File: src/rtl/mul_div_pkg.sv
// Shared types and constants for the multiply/divide datapath.
package mul_div_pkg;

    localparam int DIV_W     = 8;
    localparam int DIV_CNT_W = $clog2(DIV_W);

    typedef enum logic [1:0] {
        IDLE = 2'd0,
        RUN  = 2'd1,
        DONE = 2'd2
    } div_state_e;

endpackage

File: src/rtl/div_step.sv
// One restoring-division step: shift the {R,Q} pair left by one bit,
// then subtract the divisor when the shifted remainder can absorb it.
module div_step
    import mul_div_pkg::*;
#(
    parameter int W = DIV_W
) (
    input  logic [W:0]   r,
    input  logic         q_msb,
    input  logic [W-1:0] divisor,
    output logic [W:0]   r_next,
    output logic         q_bit
);

    // Carrying the full R into a W+2 bit compare keeps the step exact
    // even when R arrives with its top bit set.
    logic [W+1:0] shifted;

    assign shifted = {r, q_msb};
    assign q_bit   = (shifted >= {2'b00, divisor});
    assign r_next  = q_bit ? (shifted[W:0] - {1'b0, divisor}) : shifted[W:0];

endmodule

File: src/rtl/seq_restoring_divider.sv
// Sequential radix-2 restoring divider: 2W-bit dividend / W-bit divisor.
// Define DIV_FAST_OVF_EN to let overflow operations skip the RUN iterations.
//
// state | meaning
// IDLE  | waiting for operands, in_ready high
// RUN   | one shift/subtract step per cycle, W steps total
// DONE  | result held on the outputs until out_ready
module seq_restoring_divider
    import mul_div_pkg::*;
#(
    parameter int W = DIV_W
) (
    input  logic           clk,
    input  logic           rst,
    input  logic           in_valid,
    output logic           in_ready,
    input  logic [2*W-1:0] operand_a,
    input  logic [W-1:0]   operand_b,
    output logic           out_valid,
    input  logic           out_ready,
    output logic [W-1:0]   quotient,
    output logic [W-1:0]   remainder,
    output logic           overflow,
    output logic           div_by_zero
);

    localparam int CNT_W = (W > 1) ? $clog2(W) : 1;

    div_state_e state_q, state_d;

    logic [W:0]       r_q;
    logic [W-1:0]     q_q;
    logic [W-1:0]     dvs_q;
    logic [CNT_W-1:0] cnt_q;
    logic             ovf_q;
    logic             dz_q;

    logic             ovf_in;
    logic             dz_in;
    logic [W:0]       r_next;
    logic             q_bit;

    assign ovf_in = (operand_a[2*W-1:W] >= operand_b);
    assign dz_in  = (operand_b == '0);

    div_step #(.W(W)) u_div_step (
        .r       (r_q),
        .q_msb   (q_q[W-1]),
        .divisor (dvs_q),
        .r_next  (r_next),
        .q_bit   (q_bit)
    );

    always_ff @(posedge clk or posedge rst) begin
        if (rst) begin
            state_q <= IDLE;
        end else begin
            state_q <= state_d;
        end
    end

    always_comb begin
        state_d = state_q;
        case (state_q)
            IDLE: begin
                if (in_valid) begin
`ifdef DIV_FAST_OVF_EN
                    state_d = ovf_in ? DONE : RUN;
`else
                    state_d = RUN;
`endif
                end
            end
            RUN:     if (cnt_q == '0) state_d = DONE;
            DONE:    if (out_ready) state_d = IDLE;
            default: state_d = IDLE;
        endcase
    end

    always_comb begin
        in_ready  = 1'b0;
        out_valid = 1'b0;
        case (state_q)
            IDLE:    in_ready  = 1'b1;
            DONE:    out_valid = 1'b1;
            default: ;
        endcase
    end

    // Result registers load only on the transition into DONE, so they hold
    // their last value through IDLE and RUN.
    always_ff @(posedge clk or posedge rst) begin
        if (rst) begin
            r_q         <= '0;
            q_q         <= '0;
            dvs_q       <= '0;
            cnt_q       <= '0;
            ovf_q       <= 1'b0;
            dz_q        <= 1'b0;
            quotient    <= '0;
            remainder   <= '0;
            overflow    <= 1'b0;
            div_by_zero <= 1'b0;
        end else begin
            case (state_q)
                IDLE: begin
                    if (in_valid) begin
                        r_q   <= {1'b0, operand_a[2*W-1:W]};
                        q_q   <= operand_a[W-1:0];
                        dvs_q <= operand_b;
                        cnt_q <= CNT_W'(W - 1);
                        ovf_q <= ovf_in;
                        dz_q  <= dz_in;
`ifdef DIV_FAST_OVF_EN
                        if (ovf_in) begin
                            quotient    <= '1;
                            remainder   <= '0;
                            overflow    <= 1'b1;
                            div_by_zero <= dz_in;
                        end
`endif
                    end
                end
                RUN: begin
                    r_q   <= r_next;
                    q_q   <= {q_q[W-2:0], q_bit};
                    cnt_q <= cnt_q - 1'b1;
                    if (cnt_q == '0) begin
                        quotient    <= ovf_q ? '1 : {q_q[W-2:0], q_bit};
                        remainder   <= ovf_q ? '0 : r_next[W-1:0];
                        overflow    <= ovf_q;
                        div_by_zero <= dz_q;
                    end
                end
                default: ;
            endcase
        end
    end

endmodule

File: config.mk
export PLATFORM = sky130hd
export DESIGN_NAME = seq_restoring_divider
export DESIGN_NICKNAME = d
export VERILOG_FILES = /design/src/rtl/mul_div_pkg.sv /design/src/rtl/div_step.sv /design/src/rtl/seq_restoring_divider.sv
export SDC_FILE = /design/constraint.sdc
export NUM_CORES = 1
export LEC_CHECK = 0
export BUFFER_PORTS_ARGS = -buffer_cell sky130_fd_sc_hd__buf_2
export CAP_MARGIN = 20
export CORE_MARGIN = 2
export CORE_UTILIZATION = 30
export CTS_CLUSTER_DIAMETER = 150
export CTS_CLUSTER_SIZE = 28
export DETAILED_ROUTE_END_ITERATION = 16
export SLEW_MARGIN = 20
export SYNTH_ARGS = -nofsm -noshare
export SYNTH_HDL_FRONTEND = slang
export SYNTH_SLANG_ARGS = --single-unit
File: constraint.sdc
create_clock -name clk -period 6.7 [get_ports clk]
set_input_delay 1.34 -clock clk [delete_from_list [all_inputs] [get_ports clk]]
set_output_delay 1.34 -clock clk [all_outputs]
set_load 0.05 [all_outputs]
==> out/results.txt, run 1 <==
For the initial standard-cell utilization of the core, the log shows 0.308. Power per standard cell area: 568 nW/um^2. The max-slew violation count is 0. The run gives 0.0228 as the global routing usage on met3. Hold is met by 0.477 ns. After clock tree synthesis, the setup repair step added 0 buffers. The type of the tightest min-delay check was reg2reg. Wires add up to 6570 um. In this run the register-to-register setup slack is 3.85 ns. Across the run, the number of max-cap violations was 0. Proportion of layout cells with a drive suffix above 1: 0.208. The tools report the number of CTS-inserted buffers as 5. Yosys printed 0 warnings. Data on the critical path arrives at its endpoint at 3.06 ns. The flow ran to the end, and the final reports show no timing, DRC or antenna violations. Synthesis produced 299 cells. The first global-routing pass estimated 10800 um of wire. At the later pin of the worst-skew pair, clock insertion delay measures 0.31 ns. TritonCTS built the clock tree. Across all layers, the routed design uses 2250 vias.

In this run the critical register-to-register path is captured at r_q[0]$_DFFE_PP0P_. The mean cell area of the mapped netlist is 9.47 um^2, and the top-level I/O count is 48. The overall power of the completed layout was 1.87 mW; the wire length per cell after detailed routing was 14.5 um. The core area was 9200 um^2. Kind of end point of the critical path: a flip-flop. For the pin with the worst max-slew slack, the measured transition is 0.920 ns. The filler cells instantiated in the layout total 945. The fraction of synthesis flops using an asynchronous set or reset pin was 1.00. The startpoint identified for the worst register-to-register timing path is q_q[7]$_DFFE_PP0P_.

In the post-synthesis netlist, the biggest area contributors are sky130_fd_sc_hd__dfrtp_1, sky130_fd_sc_hd__ha_1, sky130_fd_sc_hd__o21ai_0. The critical path is of the reg2reg type. The number of flops mapped to enable cells by yosys came out at 0. The dominant combinational cell family by area after synthesis is compound AO/OA/AOI/OAI gates.

The total of endpoints with negative setup slack in the final report was 0; the total DRC errors in the routed layout was 0. For this design, the sink count on the clock tree is 50. The logs give 3.85 ns for the setup slack after layout and 6.91 ns for the endpoint required time on the critical path. The synthesized netlist contains 50 unique library cells.

The share of the cycle needed by the critical path after routing came out at 0.426. The final clock skew came out at 0.00782 ns. The remaining global-route overflow was 0; the antenna violation net count after detailed routing was 0. The register clock-pin slew on the reported worst setup and hold paths is 0.10 ns. The type of element launching the critical path was a flip-flop. The number of nets in the synthesized netlist is 346. The total negative setup slack is 0 ns, and the worst ir drop on vdd is 0.000199 V. For this run, the post-layout net count is 388. For this design the static power due to leakage is 1.60 nW. The count of TritonRoute iterations in the first routing pass is 4. Measured in cells, the most critical reg-to-reg path has a length of 9. The run gives 10200 um^2 as the area of the die. The standard cell area after detailed placement was 3150 um^2.

Gates resized during post-CTS repair numbered 0. The tools report the number of hold violations in the final report as 0. The number of antenna violations at the first check in global routing was 0. The deepest level of the CTS H-tree is 2, and the routed via count divided by cell count is 4.97.

The met1 global-route usage came out at 0.196. After legalization and detailed placement, the total HPWL measured 4850 um. The tools report the library cell used as clock root buffer as sky130_fd_sc_hd__clkbuf_8. For this run, the top clock speed supported by timing is 350 MHz. In this run the most used layer during global routing was met2.

The share of Yosys cell area claimed by the top area cell type works out to 0.442. Post-synthesis share of cell area spent on and, or, nand and nor gates: 0.140. The largest total area in the synthesized netlist belongs to sky130_fd_sc_hd__dfrtp_1. Row generation in the floorplan step produced 35 rows. For this run, the leading register cell type out of synthesis is sky130_fd_sc_hd__dfrtp_1. From bottom edge to top edge, the die measures 101 um. In the synthesized netlist, the cells that appear most often are sky130_fd_sc_hd__dfrtp_1, sky130_fd_sc_hd__nand2_1, sky130_fd_sc_hd__o21ai_0, sky130_fd_sc_hd__inv_1, sky130_fd_sc_hd__ha_1. The count of buffers added on input and output ports is 47.

The quantity of hold-fixing buffers added after cts came out at 0. The count of cells along the worst hold path came out at 2. The hold-critical path endpoint was remainder[1]$_DFFE_PP0P_. The arithmetic-cell share of the synthesized area counting full adders, half adders and majority gates was 0.0866. The run gives 0.135 as the overall routing resource usage. Yosys instantiated no cell more often than sky130_fd_sc_hd__dfrtp_1. The total of flip-flops plus latches after synthesis is 50, and the multi-input combinational cell area is 1410 um^2. From left edge to right edge, the die measures 101 um. The fraction of synthesized cell area in xor and xnor cells was 0.0124. Post-synthesis compound-gate area fraction: 0.203.

The tools report the area of all placed cells without fillers as 3290 um^2. For the sequential cell area fraction in the yosys report, the log shows 0.442. The tools report the met2 demand-to-capacity share in global routing as 0.201.

Across the whole layout, storage elements account for 1250 um^2. Of all nets on the critical path, the largest fanout is 16. For the number of global-route vias before repair, the log shows 2226.

In this run the most critical hold path is launched from remainder[1]$_DFFE_PP0P_. The global placement routability congestion came out at 0.893. The time the worst path needs with I/O delays and setup works out to 2.85 ns. The tools report the iteration-0 DRC count of the detailed router as 87. The headroom to the max-slew limit was 0.382; the number of antenna cells inserted was 0.

The maximum buffer depth of the clock tree was 2; the mux share of post-synthesis cell area was 0.0548. The area growth from synthesis to layout is 16.2%. For the cell area after technology mapping, the log shows 2830 um^2.

Timing analysis after detailed placement gives a worst setup slack of 3.89 ns. Entering global routing, the biggest net connects 51 pins. Setup repair after global routing left no endpoint under its margin.
## worst max-delay path, stage by stage, from the launching register on
cell	delay [ns]
sky130_fd_sc_hd__dfrtp_1	0.37
sky130_fd_sc_hd__inv_1	0.09
sky130_fd_sc_hd__ha_1	0.16
sky130_fd_sc_hd__inv_1	0.05
sky130_fd_sc_hd__fa_1	0.39
sky130_fd_sc_hd__nand3_1	0.14
sky130_fd_sc_hd__a31oi_1	0.13
sky130_fd_sc_hd__nor4_4	0.71
sky130_fd_sc_hd__mux2_2	0.43
sky130_fd_sc_hd__a221oi_1	0.26
## sequential cells by signal (all words and copies together), names as in the netlist
register     cells
dvs_q            8
q_q              8
cnt_q            3
ovf_q            1
overflow         1
dz_q             1
r_q              9
div_by_zero      1
remainder        8
quotient         8
state_q          2
## area by class of cell
type	count	area share
flip-flops and latches	50	0.380
clock inverters	3	0.0133
inverters	27	0.0312
multi-input cells	207	0.428
clock buffers	5	0.0209
repair buffers	50	0.0844
well taps	111	0.0422
## logic make-up (layout without fill, tap and decap cells)
| family | count (synthesis) | after routing |
|---|---|---|
| buffers and inverters | 42 | 85 |
| multiplexers | 15 | 15 |
| flip-flops | 50 | 50 |
| XOR/XNOR | 4 | 4 |
| adder cells (fa/ha/maj) | 19 | 19 |
| AO/OA/AOI/OAI | 84 | 84 |
| AND/OR/NAND/NOR | 85 | 85 |
## per-layer routing
metal | vias to the layer above | share of wire
met1 | 1055 | 0.50
li1 | 1128 | -
met5 | - | 0
met4 | 0 | 0.024
met3 | 12 | 0.041
met2 | 55 | 0.44
## layout by cell type, fill, tap and decap left out, types with 3 or more instances in the layout
| master | n |
|---|---|
| sky130_fd_sc_hd__dfrtp_1 | 50 |
| sky130_fd_sc_hd__buf_2 | 47 |
| sky130_fd_sc_hd__nand2_1 | 40 |
| sky130_fd_sc_hd__o21ai_0 | 32 |
| sky130_fd_sc_hd__inv_1 | 26 |
| sky130_fd_sc_hd__ha_1 | 18 |
| sky130_fd_sc_hd__nor2_1 | 15 |
| sky130_fd_sc_hd__a21oi_1 | 12 |
| sky130_fd_sc_hd__mux2i_1 | 11 |
| sky130_fd_sc_hd__nand3_1 | 9 |
| sky130_fd_sc_hd__o31ai_1 | 7 |
| sky130_fd_sc_hd__a22oi_1 | 5 |
| sky130_fd_sc_hd__clkbuf_8 | 5 |
| sky130_fd_sc_hd__nand2b_1 | 4 |
| sky130_fd_sc_hd__mux2_2 | 4 |
| sky130_fd_sc_hd__a21o_1 | 3 |
| sky130_fd_sc_hd__nor2b_1 | 3 |
| sky130_fd_sc_hd__nor3_1 | 3 |
| sky130_fd_sc_hd__xor2_1 | 3 |
## through the flow
step                      utilization  instances
after floorplan                     -        299
after global placement          0.342        444
after detailed placement        0.342        444
after CTS                       0.355        452
after global routing            0.358        453
final                           0.358        453
## worst max path at each step
stage                       startpoint              endpoint  slack (ns)  cells past startpoint
floorplan                          rst  cnt_q[0]$_DFFE_PP0P_        4.16                      1
global placement          operand_a[8]     ovf_q$_DFFE_PP0P_        3.91                      8
detailed placement  q_q[7]$_DFFE_PP0P_    r_q[0]$_DFFE_PP0P_        3.89                      9
CTS                 q_q[7]$_DFFE_PP0P_    r_q[0]$_DFFE_PP0P_        3.82                      9
global route        q_q[7]$_DFFE_PP0P_    r_q[0]$_DFFE_PP0P_        3.64                      9
finish              q_q[7]$_DFFE_PP0P_    r_q[0]$_DFFE_PP0P_        3.85                      9
## report_power, final
group / switching [mW] / internal [mW] / total (mW) / leakage [nW]
Clock: 0.110 / 0.112 / 0.222 / 0.0585
Sequential: 0.101 / 0.442 / 0.543 / 0.613
Combinational: 0.705 / 0.398 / 1.10 / 0.930
Power figures use the tool's default switching activity.
==> run 2: changes to the inputs <==
Clock period 6.7 ns to 2.5 ns, I/O delays scaled along.
==> run 2 against run 1 <==
Non-clock buffer count grew 5. Total power grew to 2.7 times the previous value. Critical path type unchanged. Highest routed layer unchanged. Largest cell class unchanged. Global-route usage grew 0.083 points. Count of clock-buffer cells in the layout is the same. Sequential cell count is the same.
==> out/results.txt, run 2 (synthesis gave the netlist of run 1 again) <==
The internal portion of total power was 2.59 mW (was 0.952 mW); the quantity of hold-fixing buffers added after cts was 0 (unchanged). The total wire length after detailed routing is 6740 um (was 6570 um). The proportion of layout cells with a drive suffix above 1 works out to 0.222 (was 0.208).

The library cell used as clock root buffer was sky130_fd_sc_hd__clkbuf_8 (unchanged). Path depth of the worst reg2reg path: 10 (was 9). The tools report the count of TritonRoute iterations in the first routing pass as 4 (unchanged).

Number of global-route vias before repair: 2166 (was 2226). The run gives 50 (unchanged) as the total number of clock tree sinks. The logs give 2.46 mW (was 0.915 mW) for the net switching power and 0 (unchanged) for the number of hold violations in the final report.

Site row count: 35 (unchanged). The relative contribution of combinational cells to total power was 0.594 (was 0.591); the global placement routability congestion was 0.903 (was 0.893). The logs give 5 (unchanged) for the number of CTS-inserted buffers and 0 (unchanged) for the antenna violation net count after detailed routing.

The die extent in x was 101 um (unchanged); the net count of the finished layout was 393 (was 388). Register with the most flip-flops: r_q (unchanged). Category of the most critical setup path: reg2reg (unchanged). The most common library cell in the layout ignoring fill and taps is sky130_fd_sc_hd__dfrtp_1 (unchanged). TritonCTS built the clock tree. Setup repair after global routing left no endpoint under its margin. The signal arrival time at the worst endpoint was 2.50 ns (was 3.06 ns); the floorplan die height was 101 um (unchanged). The total DRC errors in the routed layout was 0 (unchanged); the largest fanout on the critical path was 3 (was 16). The maximum number of pins on one net before global-route repair is 26 (was 51), and the wire length per cell after detailed routing is 14.7 um (was 14.5 um). Number of antenna violations at the first check in global routing: 0 (unchanged).

The overall power of the completed layout is 5.06 mW (was 1.87 mW), and the final clock skew is 0.00928 ns (was 0.00782 ns). The share of the cycle needed by the critical path after routing works out to 0.927 (was 0.426). The area of the die was 10200 um^2 (unchanged). The kind of end point of the critical path is a flip-flop (unchanged).

The endpoint required time on the critical path was 2.68 ns (was 6.91 ns); the core area was 9200 um^2 (unchanged). The flow ran to the end, and the final reports show no timing, DRC or antenna violations. The via total after detailed routing is 2279 (was 2250). The detailed-placement wirelength estimate came out at 5170 um (was 4850 um). The switching power as a share of total power was 0.487 (was 0.490). The leakage power is 1.62 nW (was 1.60 nW), and the later-pin clock latency in the skew report is 0.30 ns (was 0.31 ns).

The run gives 2 (unchanged) as the maximum buffer depth of the clock tree. The initial standard-cell utilization of the core is 0.308 (unchanged), and the logic depth of the worst path, buffers included is 10 (was 9). For the worst ir drop on vdd, the log shows 0.000488 V (was 0.000199 V). The fraction of power consumed by the clock network was 0.117 (was 0.119). The max-slew violation count is 0 (unchanged). The delay contributed by the slowest stage of the critical path was 0.40 ns (was 0.71 ns); the time the worst path needs with I/O delays and setup was 2.32 ns (was 2.85 ns). The run gives 89 (was 87) as the iteration-0 DRC count of the detailed router. The power per standard cell area came out at 1530 nW/um^2 (was 568 nW/um^2). For the overall routing resource usage, the log shows 0.135 (about the same). The total negative setup slack is 0 ns (unchanged), and the routed via count divided by cell count is 4.98 (was 4.97).

The tools report the type of element launching the critical path as a flip-flop (unchanged). The deepest level of the CTS H-tree was 2 (unchanged); the number of I/O port buffers was 47 (unchanged). The number of flip-flops in the largest register came out at 9 (unchanged). The number of buffer and inverter stages on the critical path is 3 (was 2), and the number of antenna cells inserted is 0 (unchanged). Critical-path cell list: inv_1 -> ha_1 -> inv_1 -> fa_1 -> nand3_1 -> a31oi_1 -> nor4_4 -> buf_4 -> mux2i_1 -> o21ai_1 (was inv_1 -> ha_1 -> inv_1 -> fa_1 -> nand3_1 -> a31oi_1 -> nor4_4 -> mux2_2 -> a221oi_1).

The register clock-pin slew on the reported worst setup and hold paths works out to 0.10 ns (about the same). The share of the core filled with cells in the final layout was 0.360 (was 0.358). The worst-path cell with the longest stage delay is sky130_fd_sc_hd__fa_1 (was sky130_fd_sc_hd__nor4_4).

The run gives 0.409 (was 0.382) as the headroom to the max-slew limit. Total of endpoints with negative setup slack in the final report: 0 (unchanged). The slew at the pin closest to its max-slew limit is 0.887 ns (was 0.920 ns). The type of the tightest min-delay check was in2async (was reg2reg). Number of max-capacitance violations reported: 0 (unchanged). Critical path's top delay family: adder cells (was simple AND/OR/NAND/NOR gates).

For the remaining global-route overflow, the log shows 0 (unchanged). The maximum frequency from static timing analysis is 431 MHz (was 350 MHz), and the top-level I/O count is 48 (unchanged). Most used cells in the layout excluding fill and tap cells: sky130_fd_sc_hd__dfrtp_1, sky130_fd_sc_hd__buf_2, sky130_fd_sc_hd__nand2_1, sky130_fd_sc_hd__o21ai_0, sky130_fd_sc_hd__inv_1 (unchanged).

The sequential share of power was 0.289 (was 0.291). For the global-route wire length before repair, the log shows 11000 um (was 10800 um). Cell repeated most along the worst path: sky130_fd_sc_hd__inv_1 (unchanged). The area added between synthesis and finish was 16.9% (was 16.2%).
-- run 2: cell count changes in the layout (fill, tap and decap cells not counted) --
cell / before / now
sky130_fd_sc_hd__clkinv_2: 2 / 1
sky130_fd_sc_hd__buf_4: 2 / 8
sky130_fd_sc_hd__buf_16: 1 / 0
sky130_fd_sc_hd__mux2i_1: 11 / 10
sky130_fd_sc_hd__mux2i_2: 0 / 1
sky130_fd_sc_hd__inv_2: 0 / 1
-- run 2: worst paths after layout --
path,start,endpoint,slack (ns)
max in group asynchronous,rst,dvs_q[3]$_DFFE_PP0P_,1.77
max,q_q[7]$_DFFE_PP0P_,r_q[2]$_DFFE_PP0P_,0.18
max reg2reg,q_q[7]$_DFFE_PP0P_,r_q[2]$_DFFE_PP0P_,0.18
min,rst,q_q[4]$_DFFE_PP0P_,0.15
min reg2reg,quotient[2]$_DFFE_PP0P_,quotient[2]$_DFFE_PP0P_,0.48
min in group clk,out_ready,state_q[1]$_DFFE_PP0P_,0.39
-- run 2: routing by layer --
layer  vias up  part of all wire  GRT usage
li1       1140                 -          -
met1      1086              0.52      0.207
met2        51              0.44      0.205
met3         2             0.038     0.0193
met4         0            0.0052     0.0249
met5         -                 0          0
-- run 2: stage by stage --
stage	setup WS (ns)	hold slack, ns	cells	instance area [um^2]
2_1_floorplan	0.217	0.443	299	2830
6_report	0.182	0.148	458	3310
4_1_cts	0.170	0.154	458	3310
3_3_place_gp	0.215	0.457	450	3190
3_5_place_dp	0.187	0.464	450	3190
5_1_grt	0.000781	0.160	458	3310
-- run 2: power groups by stage --
stage               Sequential [mW]  Combinational (mW)  Clock [mW]
floorplan                      1.77                2.04           0
finish                         1.46                3.01       0.592
CTS                            1.46                2.99       0.603
global route                   1.51                3.35       0.634
global placement               1.47                2.95           0
detailed placement             1.48                2.99           0
-- run 2: final cells by class --
| cell class | instances | area (um^2) |
|---|---|---|
| inverter | 27 | 101 |
| clock inverter | 3 | 43.8 |
| tap | 111 | 139 |
| clock buffer | 5 | 68.8 |
| fill | 968 | 5890 |
| sequential | 50 | 1250 |
| multi-input combinational | 207 | 1410 |
| timing repair buffer | 55 | 295 |
-- run 2: timing repair --
item | 4_1_cts | 5_1_grt
setup buffers | 0 | 0
endpoints found under the setup margin | 0 | 1
gates resized for setup | 0 | 1
endpoints found under the hold margin | 0 | 0
-- run 2: worst register-to-register path, cell delays in order (launching register included) --
cell and delay [ns]:
sky130_fd_sc_hd__dfrtp_1 0.37, sky130_fd_sc_hd__inv_1 0.08, sky130_fd_sc_hd__ha_1 0.16, sky130_fd_sc_hd__inv_1 0.05
sky130_fd_sc_hd__fa_1 0.40, sky130_fd_sc_hd__nand3_1 0.15, sky130_fd_sc_hd__a31oi_1 0.13, sky130_fd_sc_hd__nor4_4 0.22
sky130_fd_sc_hd__buf_4 0.20, sky130_fd_sc_hd__mux2i_1 0.33, sky130_fd_sc_hd__o21ai_1 0.10
==> run 3: changes to the inputs <==
Settings changed: ABC_AREA set to 1, CAP_MARGIN 20 to not set.
==> run 3 against run 2 <==
Utilization is 0.94 points lower. Critical path depth is 2 higher. Hold slack better by 0.14 ns. First-iteration DRC count is 20% higher. Non-clock buffer count shrank 3. Sequential cell count did not move. Synthesized area rose by 9.1%. Critical endpoint is now r_q[3]$_DFFE_PP0P_. Highest routed layer unchanged.
==> out/results.txt, run 3 <==
Post-CTS setup repair buffer count: 0 (unchanged). The standard cell area after detailed placement was 3440 um^2 (was 3190 um^2). Launching point of the worst reg2reg path: q_q[7]$_DFFE_PP0P_ (unchanged). The run gives 0 (unchanged) as the max-slew violation count.

The net count of the mapped netlist was 407 (was 346). The later-pin clock latency in the skew report was 0.31 ns (was 0.30 ns); the fraction of synthesis flops using an asynchronous set or reset pin was 1.00 (unchanged). Type of element launching the critical path: a flip-flop (unchanged).

The floorplan die height is 105 um (was 101 um), and the top-level I/O count is 48 (unchanged). The path depth of the worst reg2reg path works out to 12 (was 10). The most frequently used cell type in the post-synthesis netlist is sky130_fd_sc_hd__nand2_1 (was sky130_fd_sc_hd__dfrtp_1). Setup repair after global routing left no endpoint under its margin. The register with the most flip-flops is r_q (unchanged). The area added between synthesis and finish was 15.0% (was 16.9%); the distinct cell type count of the synthesized netlist was 43 (was 50). Antenna violation net count after detailed routing: 0 (unchanged).

The endpoint required time on the critical path is 2.70 ns (was 2.68 ns), and the deepest level of the CTS H-tree is 2 (unchanged). Largest fanout on the critical path: 12 (was 3). Detailed-placement wirelength estimate: 5550 um (was 5170 um).

The number of flip-flops in the largest register works out to 9 (unchanged). The global placement routability congestion is 0.861 (was 0.903). The tools report the headroom to the max-slew limit as 0.553 (was 0.409). The remaining global-route overflow was 0 (unchanged). For the site row count, the log shows 37 (was 35).

The tools report the total number of clock tree sinks as 50 (unchanged). The die extent in x works out to 105 um (was 101 um). The tools report the library cell used as clock root buffer as sky130_fd_sc_hd__clkbuf_8 (unchanged). The logs give 2563 (was 2166) for the number of global-route vias before repair and 12000 um (was 11000 um) for the global-route wire length before repair. For the number of antenna cells inserted, the log shows 0 (unchanged). The category of the most critical setup path was reg2reg (unchanged). The number of antenna violations at the first check in global routing was 0 (unchanged). The number of I/O port buffers came out at 47 (unchanged). The routed via count divided by cell count works out to 4.52 (was 4.98). The net count of the finished layout came out at 457 (was 393). Register clock-pin slew on the reported worst setup and hold paths: 0.09 ns (was 0.10 ns).

The reg-to-reg setup timing slack is 0.50 ns (was 0.18 ns). The flow ran to the end, and the final reports show no timing, DRC or antenna violations. The tools report the via total after detailed routing as 2471 (was 2279).

The total negative setup slack is 0 ns (unchanged), and the total of endpoints with negative setup slack in the final report is 0 (unchanged). The quantity of hold-fixing buffers added after cts is 0 (unchanged), and the cell area after technology mapping is 3090 um^2 (was 2830 um^2). The kind of end point of the critical path was a flip-flop (unchanged). The overall routing resource usage came out at 0.134 (was 0.135). The library cell occupying the most area in the post-synthesis netlist was sky130_fd_sc_hd__dfrtp_1 (unchanged). The share of Yosys cell area claimed by the top area cell type is 0.405 (was 0.442). The wire length per cell after detailed routing was 13.0 um (was 14.7 um); the share of the cycle needed by the critical path after routing was 0.801 (was 0.927). Slew at the pin closest to its max-slew limit: 0.669 ns (was 0.887 ns).

The time the worst path needs with I/O delays and setup is 2.00 ns (was 2.32 ns). Count of synthesis-stage warnings from yosys: 0 (unchanged). The tools report the end of the worst register-to-register path as r_q[3]$_DFFE_PP0P_ (was r_q[2]$_DFFE_PP0P_). The run gives 0 (unchanged) as the total DRC errors in the routed layout.

The proportion of layout cells with a drive suffix above 1 came out at 0.253 (was 0.222). The type of the tightest min-delay check was in2async (unchanged). The number of CTS-inserted buffers was 5 (unchanged); the count of TritonRoute iterations in the first routing pass was 4 (unchanged). The signal arrival time at the worst endpoint was 2.21 ns (was 2.50 ns); the number of flops mapped to enable cells by yosys was 0 (unchanged).

The tools report the maximum number of pins on one net before global-route repair as 33 (was 26). The tools report the sequential cell area fraction in the yosys report as 0.405 (was 0.442). The number of fill cells is 1061 (was 968), and the total wire length after detailed routing is 7110 um (was 6740 um). The maximum frequency from static timing analysis came out at 499 MHz (was 431 MHz).

The number of hold violations in the final report came out at 0 (unchanged). Cell types with the largest area share after synthesis: sky130_fd_sc_hd__dfrtp_1, sky130_fd_sc_hd__nand2_1, sky130_fd_sc_hd__ha_1 (was sky130_fd_sc_hd__dfrtp_1, sky130_fd_sc_hd__ha_1, sky130_fd_sc_hd__o21ai_0). The logs give 2 (unchanged) for the maximum buffer depth of the clock tree and 3550 um^2 (was 3310 um^2) for the area of all placed cells without fillers. The logs give 0.00659 ns (was 0.00928 ns) for the final clock skew and 0.305 (was 0.308) for the initial standard-cell utilization of the core. The post-cts sizing count is 0 (unchanged). Number of max-capacitance violations reported: 0 (unchanged). Synth cell count leaders: sky130_fd_sc_hd__nand2_1, sky130_fd_sc_hd__inv_1, sky130_fd_sc_hd__dfrtp_1, sky130_fd_sc_hd__nor2_1, sky130_fd_sc_hd__ha_1 (was sky130_fd_sc_hd__dfrtp_1, sky130_fd_sc_hd__nand2_1, sky130_fd_sc_hd__o21ai_0, sky130_fd_sc_hd__inv_1, sky130_fd_sc_hd__ha_1). The core area was 10100 um^2 (was 9200 um^2); the share of the core filled with cells in the final layout was 0.350 (was 0.360). The most instantiated flip-flop cell in the synthesis netlist is sky130_fd_sc_hd__dfrtp_1 (unchanged). The most common library cell in the layout ignoring fill and taps is sky130_fd_sc_hd__nand2_1 (was sky130_fd_sc_hd__dfrtp_1).

The total of flip-flops plus latches after synthesis was 50 (unchanged); the iteration-0 DRC count of the detailed router was 107 (was 89). Most used cells in the layout excluding fill and tap cells: sky130_fd_sc_hd__nand2_1, sky130_fd_sc_hd__inv_1, sky130_fd_sc_hd__dfrtp_1, sky130_fd_sc_hd__buf_2, sky130_fd_sc_hd__nor2_1 (was sky130_fd_sc_hd__dfrtp_1, sky130_fd_sc_hd__buf_2, sky130_fd_sc_hd__nand2_1, sky130_fd_sc_hd__o21ai_0, sky130_fd_sc_hd__inv_1). The startpoint of the worst setup timing path is q_q[7]$_DFFE_PP0P_ (unchanged).

TritonCTS built the clock tree. The tools report the area of the die as 11100 um^2 (was 10200 um^2). The count of mapped cells out of synthesis is 360 (was 299), and the mean cell area of the mapped netlist is 8.58 um^2 (was 9.47 um^2).
run 3: cell types whose count changed after synthesis, moves of 10 or more:
cell,before,now
sky130_fd_sc_hd__nand2_1,40,92
sky130_fd_sc_hd__inv_1,27,55
sky130_fd_sc_hd__o21ai_0,32,14
sky130_fd_sc_hd__clkbuf_1,12,0
sky130_fd_sc_hd__mux2i_1,11,0
sky130_fd_sc_hd__nand2_2,0,10
run 3: metal layers:
| metal | vias to the layer above | global-route usage | share of wire |
|---|---|---|---|
| met5 | - | 0 | 0 |
| met4 | 0 | 0.0385 | 0.019 |
| met3 | 11 | 0.0260 | 0.044 |
| met2 | 67 | 0.217 | 0.45 |
| met1 | 1148 | 0.181 | 0.49 |
| li1 | 1245 | - | - |
run 3: final cells by class:
class	instances	area, um^2	area share
multi-input combinational	240	1520	0.427
timing repair buffer	52	273	0.0768
sequential	50	1250	0.352
tap	136	170	0.0479
inverter	61	231	0.0651
clock inverter	2	37.5	0.0106
clock buffer	6	72.6	0.0204
run 3: kinds of logic after synthesis:
group                    Yosys count  synth area share
buffers and inverters             70             0.104
AO/OA/AOI/OAI                     61             0.132
adder cells (fa/ha/maj)           19            0.0794
flip-flops                        50             0.405
XOR/XNOR                           5            0.0142
AND/OR/NAND/NOR                  155             0.265
run 3: metrics by stage:
stage               cells  hold slack, ns  worst slack (ns)
finish                547           0.284             0.496
global route          547           0.346             0.341
CTS                   547           0.317             0.484
detailed placement    539           0.468             0.494
global placement      539           0.467             0.534
floorplan             360           0.450             0.667
run 3: worst max path at each step:
stage / to / slack (ns) / cells past startpoint
floorplan: r_q[4]$_DFFE_PP0P_ / 0.67 / 11
global placement: r_q[2]$_DFFE_PP0P_ / 0.53 / 12
detailed placement: remainder[3]$_DFFE_PP0P_ / 0.49 / 12
CTS: r_q[3]$_DFFE_PP0P_ / 0.48 / 12
global route: r_q[3]$_DFFE_PP0P_ / 0.34 / 12
finish: r_q[3]$_DFFE_PP0P_ / 0.50 / 12
run 3: critical path: stages, from the launching register on:
cell and delay, ns:
sky130_fd_sc_hd__dfrtp_1 0.40, sky130_fd_sc_hd__inv_1 0.09, sky130_fd_sc_hd__ha_1 0.14, sky130_fd_sc_hd__inv_1 0.05, sky130_fd_sc_hd__fa_1 0.41, sky130_fd_sc_hd__nand2_2 0.11, sky130_fd_sc_hd__nand2_4 0.06, sky130_fd_sc_hd__nand2_4 0.08
sky130_fd_sc_hd__nand3_4 0.21, sky130_fd_sc_hd__nand2_1 0.15, sky130_fd_sc_hd__o21ai_2 0.07, sky130_fd_sc_hd__nand2_1 0.06, sky130_fd_sc_hd__nand3_1 0.06
Power of run 3 is not shown: default switching activity piles up to over one toggle a cycle in this logic, so the estimate is an artifact.
